===== src/rtl/cnn_prog_loader_if.sv =====
// Host byte stream plus memory write bus and pipeline control of the CNN program loader.
// slave is the loader's view; master is the host/memory side.
interface cnn_prog_loader_if #(
    parameter int N    = 8,
    parameter int I_AW = 8,
    parameter int IW   = 32,
    parameter int M_AW = 10,
    parameter int F_AW = 3
);
    logic [N-1:0]    in_data;
    logic            in_valid;
    logic            in_ready;
    logic            mem_stall;
    logic            imem_we;
    logic [I_AW-1:0] imem_addr;
    logic [IW-1:0]   imem_wdata;
    logic            dmem_we;
    logic [M_AW-1:0] dmem_addr;
    logic            fmem_we;
    logic [F_AW-1:0] fmem_addr;
    logic [N-1:0]    mem_wdata;
    logic            core_hold;
    logic            run;
    logic            done;
    logic            err;

    modport slave (
        input  in_data, in_valid, mem_stall,
        output in_ready, imem_we, imem_addr, imem_wdata, dmem_we, dmem_addr,
               fmem_we, fmem_addr, mem_wdata, core_hold, run, done, err
    );

    modport master (
        output in_data, in_valid, mem_stall,
        input  in_ready, imem_we, imem_addr, imem_wdata, dmem_we, dmem_addr,
               fmem_we, fmem_addr, mem_wdata, core_hold, run, done, err
    );
endinterface


===== src/rtl/cnn_prog_loader.sv =====
// Parses LOAD_I/LOAD_D/LOAD_F/RUN command packets from a byte stream and issues
// registered writes into instruction, image and filter memory; controls pipeline hold/run.
module cnn_prog_loader #(
    parameter int N    = 8,
    parameter int I_AW = 8,
    parameter int IW   = 32,
    parameter int M_AW = 10,
    parameter int F_AW = 3
) (
    input  logic               clock,
    input  logic               reset,
    cnn_prog_loader_if.slave   bus
);
    localparam int AW = (I_AW > M_AW) ? ((I_AW > F_AW) ? I_AW : F_AW)
                                      : ((M_AW > F_AW) ? M_AW : F_AW);
    localparam logic [N-1:0] CMD_I   = N'(8'h01);
    localparam logic [N-1:0] CMD_D   = N'(8'h02);
    localparam logic [N-1:0] CMD_F   = N'(8'h03);
    localparam logic [N-1:0] CMD_RUN = N'(8'h04);
    localparam logic [1:0]   K_I     = 2'd1;
    localparam logic [1:0]   K_D     = 2'd2;
    localparam logic [1:0]   K_F     = 2'd3;
    localparam logic [15:0]  D_CNT_MASK = 16'((17'd1 << M_AW) - 17'd1);

    typedef enum logic [2:0] {IDLE, A_HI, A_LO, C_HI, C_LO, PAYLOAD} state_t;

    state_t          state_q, state_d;
    logic [1:0]      cmd_q, cmd_d;
    logic [N-1:0]    hi_q, hi_d;
    logic [AW-1:0]   addr_q, addr_d;
    logic [15:0]     cnt_q, cnt_d;
    logic [1:0]      bidx_q, bidx_d;
    logic [3*N-1:0]  word_q, word_d;
    logic            imem_we_q, imem_we_d;
    logic [I_AW-1:0] imem_addr_q, imem_addr_d;
    logic [IW-1:0]   imem_wdata_q, imem_wdata_d;
    logic            dmem_we_q, dmem_we_d;
    logic [M_AW-1:0] dmem_addr_q, dmem_addr_d;
    logic            fmem_we_q, fmem_we_d;
    logic [F_AW-1:0] fmem_addr_q, fmem_addr_d;
    logic [N-1:0]    mem_wdata_q, mem_wdata_d;
    logic            core_hold_q, core_hold_d;
    logic            run_q, run_d;
    logic            done_q, done_d;
    logic            err_q, err_d;
    logic            stall_s;
    logic            accept_s;
    logic [15:0]     hdr_cnt_s;

    // Next-state: header parsing, payload packing, write issue and stall hold.
    always_comb begin
        state_d      = state_q;
        cmd_d        = cmd_q;
        hi_d         = hi_q;
        addr_d       = addr_q;
        cnt_d        = cnt_q;
        bidx_d       = bidx_q;
        word_d       = word_q;
        imem_addr_d  = imem_addr_q;
        imem_wdata_d = imem_wdata_q;
        dmem_addr_d  = dmem_addr_q;
        fmem_addr_d  = fmem_addr_q;
        mem_wdata_d  = mem_wdata_q;
        core_hold_d  = core_hold_q;
        run_d        = 1'b0;
        done_d       = 1'b0;
        err_d        = 1'b0;
        hdr_cnt_s    = (cmd_q == K_D) ? (16'({hi_q, bus.in_data}) & D_CNT_MASK)
                                      : 16'(bus.in_data);
        stall_s      = (imem_we_q | dmem_we_q | fmem_we_q) & bus.mem_stall;
        accept_s     = bus.in_valid & ~stall_s;

        // A stalled write keeps strobe, address and data; otherwise it retires now.
        if (stall_s) begin
            imem_we_d = imem_we_q;
            dmem_we_d = dmem_we_q;
            fmem_we_d = fmem_we_q;
        end else begin
            imem_we_d = 1'b0;
            dmem_we_d = 1'b0;
            fmem_we_d = 1'b0;
        end

        if (accept_s) begin
            case (state_q)
                IDLE: begin
                    case (bus.in_data)
                        CMD_I:   begin cmd_d = K_I; state_d = A_LO; core_hold_d = 1'b1; end
                        CMD_D:   begin cmd_d = K_D; state_d = A_HI; core_hold_d = 1'b1; end
                        CMD_F:   begin cmd_d = K_F; state_d = A_LO; core_hold_d = 1'b1; end
                        CMD_RUN: begin run_d = 1'b1; done_d = 1'b1; core_hold_d = 1'b0; end
                        default: err_d = 1'b1;
                    endcase
                end
                A_HI: begin
                    hi_d    = bus.in_data;
                    state_d = A_LO;
                end
                A_LO: begin
                    addr_d  = (cmd_q == K_D) ? AW'({hi_q, bus.in_data}) : AW'(bus.in_data);
                    state_d = (cmd_q == K_D) ? C_HI : C_LO;
                end
                C_HI: begin
                    hi_d    = bus.in_data;
                    state_d = C_LO;
                end
                C_LO: begin
                    cnt_d  = hdr_cnt_s;
                    bidx_d = 2'd0;
                    if (hdr_cnt_s == 16'd0) begin
                        state_d = IDLE;
                        done_d  = 1'b1;
                    end else begin
                        state_d = PAYLOAD;
                    end
                end
                PAYLOAD: begin
                    if ((cmd_q == K_I) && (bidx_q != 2'd3)) begin
                        word_d[bidx_q*N +: N] = bus.in_data;
                        bidx_d = bidx_q + 2'd1;
                    end else begin
                        // Addresses are truncated per memory, so the shared counter wraps for free.
                        case (cmd_q)
                            K_I: begin
                                imem_we_d    = 1'b1;
                                imem_addr_d  = addr_q[I_AW-1:0];
                                imem_wdata_d = {bus.in_data, word_q};
                                bidx_d       = 2'd0;
                            end
                            K_D: begin
                                dmem_we_d   = 1'b1;
                                dmem_addr_d = addr_q[M_AW-1:0];
                                mem_wdata_d = bus.in_data;
                            end
                            default: begin
                                fmem_we_d   = 1'b1;
                                fmem_addr_d = addr_q[F_AW-1:0];
                                mem_wdata_d = bus.in_data;
                            end
                        endcase
                        addr_d = addr_q + AW'(1'b1);
                        cnt_d  = cnt_q - 16'd1;
                        if (cnt_q == 16'd1) begin
                            state_d = IDLE;
                            done_d  = 1'b1;
                        end else begin
                            state_d = PAYLOAD;
                        end
                    end
                end
                default: state_d = IDLE;
            endcase
        end else begin
            state_d = state_q;
        end
    end

    // State and output registers with synchronous active-low reset.
    always_ff @(posedge clock) begin
        if (!reset) begin
            state_q      <= IDLE;
            cmd_q        <= 2'd0;
            hi_q         <= '0;
            addr_q       <= '0;
            cnt_q        <= 16'd0;
            bidx_q       <= 2'd0;
            word_q       <= '0;
            imem_we_q    <= 1'b0;
            imem_addr_q  <= '0;
            imem_wdata_q <= '0;
            dmem_we_q    <= 1'b0;
            dmem_addr_q  <= '0;
            fmem_we_q    <= 1'b0;
            fmem_addr_q  <= '0;
            mem_wdata_q  <= '0;
            core_hold_q  <= 1'b1;
            run_q        <= 1'b0;
            done_q       <= 1'b0;
            err_q        <= 1'b0;
        end else begin
            state_q      <= state_d;
            cmd_q        <= cmd_d;
            hi_q         <= hi_d;
            addr_q       <= addr_d;
            cnt_q        <= cnt_d;
            bidx_q       <= bidx_d;
            word_q       <= word_d;
            imem_we_q    <= imem_we_d;
            imem_addr_q  <= imem_addr_d;
            imem_wdata_q <= imem_wdata_d;
            dmem_we_q    <= dmem_we_d;
            dmem_addr_q  <= dmem_addr_d;
            fmem_we_q    <= fmem_we_d;
            fmem_addr_q  <= fmem_addr_d;
            mem_wdata_q  <= mem_wdata_d;
            core_hold_q  <= core_hold_d;
            run_q        <= run_d;
            done_q       <= done_d;
            err_q        <= err_d;
        end
    end

    assign bus.in_ready   = ~stall_s;
    assign bus.imem_we    = imem_we_q;
    assign bus.imem_addr  = imem_addr_q;
    assign bus.imem_wdata = imem_wdata_q;
    assign bus.dmem_we    = dmem_we_q;
    assign bus.dmem_addr  = dmem_addr_q;
    assign bus.fmem_we    = fmem_we_q;
    assign bus.fmem_addr  = fmem_addr_q;
    assign bus.mem_wdata  = mem_wdata_q;
    assign bus.core_hold  = core_hold_q;
    assign bus.run        = run_q;
    assign bus.done       = done_q;
    assign bus.err        = err_q;
endmodule

===== src/flat_wrapper.sv =====
// flat-port wrapper written by rule: the top's interface ports become plain ports
module cnn_prog_loader_flat 
#(
    parameter int N    = 8,
    parameter int I_AW = 8,
    parameter int IW   = 32,
    parameter int M_AW = 10,
    parameter int F_AW = 3
)
  (clock, reset, bus_in_data, bus_in_valid, bus_mem_stall, bus_in_ready, bus_imem_we, bus_imem_addr, bus_imem_wdata, bus_dmem_we, bus_dmem_addr, bus_fmem_we, bus_fmem_addr, bus_mem_wdata, bus_core_hold, bus_run, bus_done, bus_err);
  cnn_prog_loader_if #(.N(N), .I_AW(I_AW), .IW(IW), .M_AW(M_AW), .F_AW(F_AW)) bus_i ();
  input  logic clock;
  input  logic reset;
  input wire logic [$bits(bus_i.in_data)-1:0] bus_in_data;
  input wire logic [$bits(bus_i.in_valid)-1:0] bus_in_valid;
  input wire logic [$bits(bus_i.mem_stall)-1:0] bus_mem_stall;
  output wire logic [$bits(bus_i.in_ready)-1:0] bus_in_ready;
  output wire logic [$bits(bus_i.imem_we)-1:0] bus_imem_we;
  output wire logic [$bits(bus_i.imem_addr)-1:0] bus_imem_addr;
  output wire logic [$bits(bus_i.imem_wdata)-1:0] bus_imem_wdata;
  output wire logic [$bits(bus_i.dmem_we)-1:0] bus_dmem_we;
  output wire logic [$bits(bus_i.dmem_addr)-1:0] bus_dmem_addr;
  output wire logic [$bits(bus_i.fmem_we)-1:0] bus_fmem_we;
  output wire logic [$bits(bus_i.fmem_addr)-1:0] bus_fmem_addr;
  output wire logic [$bits(bus_i.mem_wdata)-1:0] bus_mem_wdata;
  output wire logic [$bits(bus_i.core_hold)-1:0] bus_core_hold;
  output wire logic [$bits(bus_i.run)-1:0] bus_run;
  output wire logic [$bits(bus_i.done)-1:0] bus_done;
  output wire logic [$bits(bus_i.err)-1:0] bus_err;
  assign bus_i.in_data = bus_in_data;
  assign bus_i.in_valid = bus_in_valid;
  assign bus_i.mem_stall = bus_mem_stall;
  assign bus_in_ready = bus_i.in_ready;
  assign bus_imem_we = bus_i.imem_we;
  assign bus_imem_addr = bus_i.imem_addr;
  assign bus_imem_wdata = bus_i.imem_wdata;
  assign bus_dmem_we = bus_i.dmem_we;
  assign bus_dmem_addr = bus_i.dmem_addr;
  assign bus_fmem_we = bus_i.fmem_we;
  assign bus_fmem_addr = bus_i.fmem_addr;
  assign bus_mem_wdata = bus_i.mem_wdata;
  assign bus_core_hold = bus_i.core_hold;
  assign bus_run = bus_i.run;
  assign bus_done = bus_i.done;
  assign bus_err = bus_i.err;
  cnn_prog_loader #(.N(N), .I_AW(I_AW), .IW(IW), .M_AW(M_AW), .F_AW(F_AW)) u_core (.clock(clock), .reset(reset), .bus(bus_i));
endmodule

===== config.mk =====
export PLATFORM = sky130hd
export DESIGN_NAME = cnn_prog_loader_flat
export DESIGN_NICKNAME = d
export VERILOG_FILES = /design/src/rtl/cnn_prog_loader_if.sv /design/src/rtl/cnn_prog_loader.sv /design/src/flat_wrapper.sv
export SDC_FILE = /design/constraint.sdc
export NUM_CORES = 1
export LEC_CHECK = 0
export CORE_MARGIN = 1
export CORE_UTILIZATION = 55
export CTS_CLUSTER_DIAMETER = 150
export DETAILED_ROUTE_END_ITERATION = 10
export MAX_ROUTING_LAYER = met4
export PLACE_DENSITY_LB_ADDON = 0.1
export SLEW_MARGIN = 10
export SYNTH_ARGS = -nofsm -noshare
export SYNTH_HDL_FRONTEND = slang
export SYNTH_SLANG_ARGS = --single-unit

===== constraint.sdc =====
create_clock -name clock -period 2.22 [get_ports clock]
set_input_delay 0.333 -clock clock [delete_from_list [all_inputs] [get_ports clock]]
set_output_delay 0.333 -clock clock [all_outputs]
set_load 0.005 [all_outputs]

# Yosys cells after proc, flatten, opt, wreduce, memory -nomap -nowiden
# Index checks and enable logic that the tools add are counted.
# W data, S select, Z words.
# classes
n_addsub	4
n_eq_ne	16
shifts	2
mux	39
bitwise	8
n_reduce_logical	26
# ops
op	n
$neg A5 Y34	1
$shift A8 B34 Y24 const A	1
$shiftx A8 B34 Y24	1
$pmux W16 S2	1
$mux W10	3
$bwmux W24	1
$reduce_and A3 Y1	8
$mux W1	20
$pmux W10 S2	1
$pmux W3 S6	1
$eq A16 B1 Y1 const B	1
$eq A8 B2 Y1 const B	2
$logic_not A16 Y1	1
$mux W16	1
$reduce_and A4 Y1	4
$sub A16 B1 Y16 const B	1
$mux W3	4
$add A10 B1 Y10 const B	1
$eq A8 B1 Y1 const B	1
$eq A8 B3 Y1 const B	1
$eq A3 B2 Y1 const B	2
$eq A3 B3 Y1 const B	2
$pmux W2 S3	1
$pmux W3 S2	1
22 further kinds	34
# word_totals
reg_bits	127
input_bits	12
elab_cells	114

# Longest topological paths before layout
# depth
word_depth	8
depth_mapped	8

# Worst setup path after synthesis
# No wires, ideal clock.
# synth_path
path_kind	reg-to-reg
start	reg u_core.cnt_q[0]
end	reg u_core.cnt_q[12]
setup_time_ns	0.070
arrival_ns	1.790
slack_ns	0.361
path_stages_with_launch	7
n_path_buf	0
cell_sequence	dfxtp_1 > inv_1 > ha_1 > nor3b_1 > nand3_1 > or4_1 > a21oi_1
# synth_between
elab_chain_len	3
# synth_rtl
item	line	text
from (decl)	cnn_prog_loader.sv:31	logic [15:0] cnt_q, cnt_d;
from (signal assigned)	cnn_prog_loader.sv:185	cnt_q <= cnt_d;
$sub A16 B1 Y16	cnn_prog_loader.sv:142	cnt_d = cnt_q - 16'd1;
$mux W16	cnn_prog_loader.sv:118	if ((cmd_q == K_I) && (bidx_q != 2'd3)) begin
$pmux W16 S2	cnn_prog_loader.sv:85	case (state_q)
# No other way between the ends. The select of a mux whose other input is x is not followed.
# A chain may end at the register's enable or synchronous reset.

# Worst setup path in the final report
# layout_path
start	reg u_core.dmem_we_q (netlist: u_core.bus.dmem_we)
end	out bus_in_ready
# layout_between
elab_chain_len	4
# layout_rtl
item	line	text
from (decl)	cnn_prog_loader.sv:37	logic dmem_we_q, dmem_we_d;
from (signal assigned)	cnn_prog_loader.sv:191	dmem_we_q <= dmem_we_d;
$or A1 B1 Y1 (2 in a row)	cnn_prog_loader.sv:70	stall_s = (imem_we_q | dmem_we_q | fmem_we_q) & bus.mem_stall;
$and A1 B1 Y1	cnn_prog_loader.sv:70	
$not A1 Y1	cnn_prog_loader.sv:203	assign bus.in_ready = ~stall_s;
to (decl)	flat_wrapper.sv:17	output wire logic [$bits(bus_i.in_ready)-1:0] bus_in_ready;
# No other way between the ends.

==> metrics.csv <==
metric;value;unit
# IOs;81;
RSZ-0062 raised after global routing;false;
synthesized netlist cell count;702;
DRT antenna net count;0;
die area;10900;µm²
Sink Count;127;
Most used DFF post-synth;dfxtp_1;
status;completed;
setup TNS;0;ns
Leak;0.00273;µW
fmax;459;MHz
final count of negative-setup-slack endpoints;0;
row count;36;
Seq/Total Area, Yosys;44.2;%
grt ovf;0;
reg-to-reg startpoint;u_core.state_q[2]$_SDFFE_PN0P_;
Hold WC Path Type;primary input to flip-flop;
Max Cap Viol;0;
total track usage;32.9;%
RePlAce Congestion;0.948;
Fin. Hold Viols;0;
period utilization;98.1;%
Post-synth EDFFs;0;
Relative slew margins;66.4;%
Required @ worst endpoint;1.89;ns
FFs w/ async S/R, synth;0;%
Syn Nets;724;
CTS tree;built;
reg2reg end;u_core.bus.mem_wdata[0]$_SDFFE_PN0P_;
Post-Syn Area;5750;µm²
layout cell share with drive strength beyond 1;12.2;%
Yosys top cell area share;44.2;%
crit path kind;flip-flop to primary output;
type of origin of the critical path;flip-flop;
layer with the highest usage;met2;
clk_lat worst skew;0.54;ns
GR met2 Demand/Resource;50.2;%
min cycle time layout;2.18;ns
final instance area;7470;µm²
Final Power;5200;µW
CP Capture Type;primary output;
dpl hpwl;11.6;mm
CTS root buf;clkbuf_8;
Bufs on Longest Clock Path;2;
core area;9950;µm²
CTS Hold Buffers Added;0;
vias per std cell;6.05;
yosys warns;0;
Internal Power;3960;µW
met1 GRT Util;44.2;%
Final Net Count;820;
fillcell total;759;
Reg clk slew, reported paths;0.06;ns
Routed Wire Length;17.1;mm
Final WS setup;0.0427;ns
Seq cells post-synth;127;
Routed WL per cell;18.1;µm
R2R depth;4;
Sw Share;23.9;%
Switch Pwr;1240;µW
number of buffers created by CTS;17;
number of global-route vias before repair;5292;
synthesis-to-layout area growth;29.9;%
count leader, synth;nand2_1;
initial core utilization;57.8;%
clock power share;52.3;%
DRT iter0 DRCs;486;
area leader, netlist;dfxtp_1;
IO Port Bufs;80;
Min Hold Slack;0.216;ns
placed cell areas;6890;µm²
H-tree lvl count;4;
Area contributors post-synth;dfxtp_1 (44%), nand2_1 (9.9%), a21oi_1 (5.7%);
Reg power frac;44.0;%
Antenna diodes;0;
via count;5702;
skew final;0.00658;ns
Worst Tran Pin Value;0.504;ns
Avg Cell Area, Syn;8.19;µm²
Vert. Die Dim;104;µm
dpl ws;-0.0798;ns
Comb power frac;3.8;%
post-cts resize count;0;
DRT Pass-1 Iters;7;
die width;104;µm
Hold EP;u_core.bus.imem_wdata[20]$_SDFFE_PN0P_;
Arr. time, crit path;1.84;ns
initial antenna violation count;0;
Commonest cells post-synth;nand2_1 (151), dfxtp_1 (127), a21oi_1 (66);
grt met3 use;5.26;%
hold depth;3;
CP Max Fanout;4;
Reg2Reg Setup Slack;0.13;ns
hold path startpoint;reset;
synth unique cells;64;
largest net degree at the start of global routing;54;
power per standard cell area;696;nW/µm²
first-pass GRT wire length;27.4;mm
VDD IR max;0.416;mV
final-report max-slew violation count;0;
drt drc;0;
kinds of logic after synthesis:
| family | synth area share (%) |
|---|---|
| buffers and inverters | 5.37 |
| flip-flops | 44.2 |
| AND/OR/NAND/NOR | 25.0 |
| XOR/XNOR | 0.152 |
| multiplexers | 4.00 |
| AO/OA/AOI/OAI | 19.1 |
| adder cells (fa/ha/maj) | 2.18 |
flip-flops by register name, summed over array words and instances, names as in the netlist:
name and count:
u_core.bus.imem_addr 8, u_core.bus.dmem_addr 10, u_core.bus.done 1, u_core.cmd_q 2, u_core.bus.fmem_addr 3, u_core.bus.imem_we 1
u_core.cnt_q 16, u_core.bus.err 1, u_core.bus.fmem_we 1, u_core.bus.core_hold 1, u_core.bus.mem_wdata 8, u_core.bus.dmem_we 1
u_core.bidx_q 2, u_core.bus.run 1, u_core.word_q 24, u_core.bus.imem_wdata 32, u_core.hi_q 2, u_core.addr_q 10
u_core.state_q 3
worst max path at each step:
stage	start	end	slack, ns	depth (start not counted)
2_1_floorplan	u_core.cnt_q[0]$_SDFFE_PN0P_	u_core.cnt_q[12]$_SDFFE_PN0P_	0.36	6
3_3_place_gp	bus_in_data[6]	u_core.bus.core_hold$_SDFFE_PN1P_	-0.05	5
3_5_place_dp	bus_in_data[6]	u_core.state_q[2]$_SDFFE_PN0P_	-0.08	5
4_1_cts	u_core.bus.dmem_we$_SDFF_PN0_	bus_in_ready	0.06	3
5_1_grt	u_core.bus.dmem_we$_SDFF_PN0_	bus_in_ready	0.0005	3
6_report	u_core.bus.dmem_we$_SDFF_PN0_	bus_in_ready	0.04	3
placed cells by master, fill, tap and decap left out, drive strengths merged, types with 6 or more instances in the layout:
| cell type | instances |
|---|---|
| ha | 10 |
| nand4 | 31 |
| dfxtp | 127 |
| mux2i | 23 |
| a21oi | 66 |
| nor2 | 32 |
| a211oi | 6 |
| o22ai | 8 |
| nor3 | 11 |
| o21ai | 36 |
| inv | 21 |
| nor3b | 7 |
| buf | 52 |
| nand2 | 151 |
| or4 | 13 |
| clkdlybuf4s50 | 79 |
| o31ai | 7 |
| clkbuf | 17 |
| nand3 | 17 |
stage by stage:
step	util (%)	std cells
after floorplan	-	702
after global placement	69.2	911
after detailed placement	69.2	911
after CTS	75.1	943
after global routing	75.1	943
final	75.1	943
metal layers:
| layer | part of all wire, % | wire length, µm |
|---|---|---|
| met3 | 6.9 | 1180 |
| met4 | 1.7 | 283 |
| met5 | 0 | 0 |
| met1 | 44 | 7550 |
| met2 | 47 | 8040 |
final cells by class:
| type | count | area (µm²) | share of cell area (%) |
|---|---|---|---|
| clock inverter | 14 | 159 | 2.13 |
| multi-input combinational | 505 | 2900 | 38.8 |
| timing repair buffer | 131 | 1230 | 16.4 |
| sequential | 127 | 2540 | 34.0 |
| tap | 133 | 166 | 2.23 |
| inverter | 16 | 60.1 | 0.804 |
| clock buffer | 17 | 414 | 5.54 |
worst max-delay path: stages, from the launching register on:
cell             delay, ns
dfxtp_1               0.36
o31a_1                0.35
inv_2                 0.10
clkdlybuf4s50_1       0.51
timing repair:
item | in CTS | in global routing
buffers inserted | 1 | 0
setup endpoints to repair | 1 | 0
endpoints found under the hold margin | 0 | 0
power groups by stage:
stage | logic [µW] | registers, µW | clock network [µW]
4_1_cts | 190 | 2280 | 2720
3_5_place_dp | 188 | 2330 | 0
5_1_grt | 205 | 2280 | 2840
3_3_place_gp | 187 | 2330 | 0
2_1_floorplan | 100 | 2330 | 0
6_report | 195 | 2280 | 2720
No activity file was read; power rests on OpenSTA's default activity.
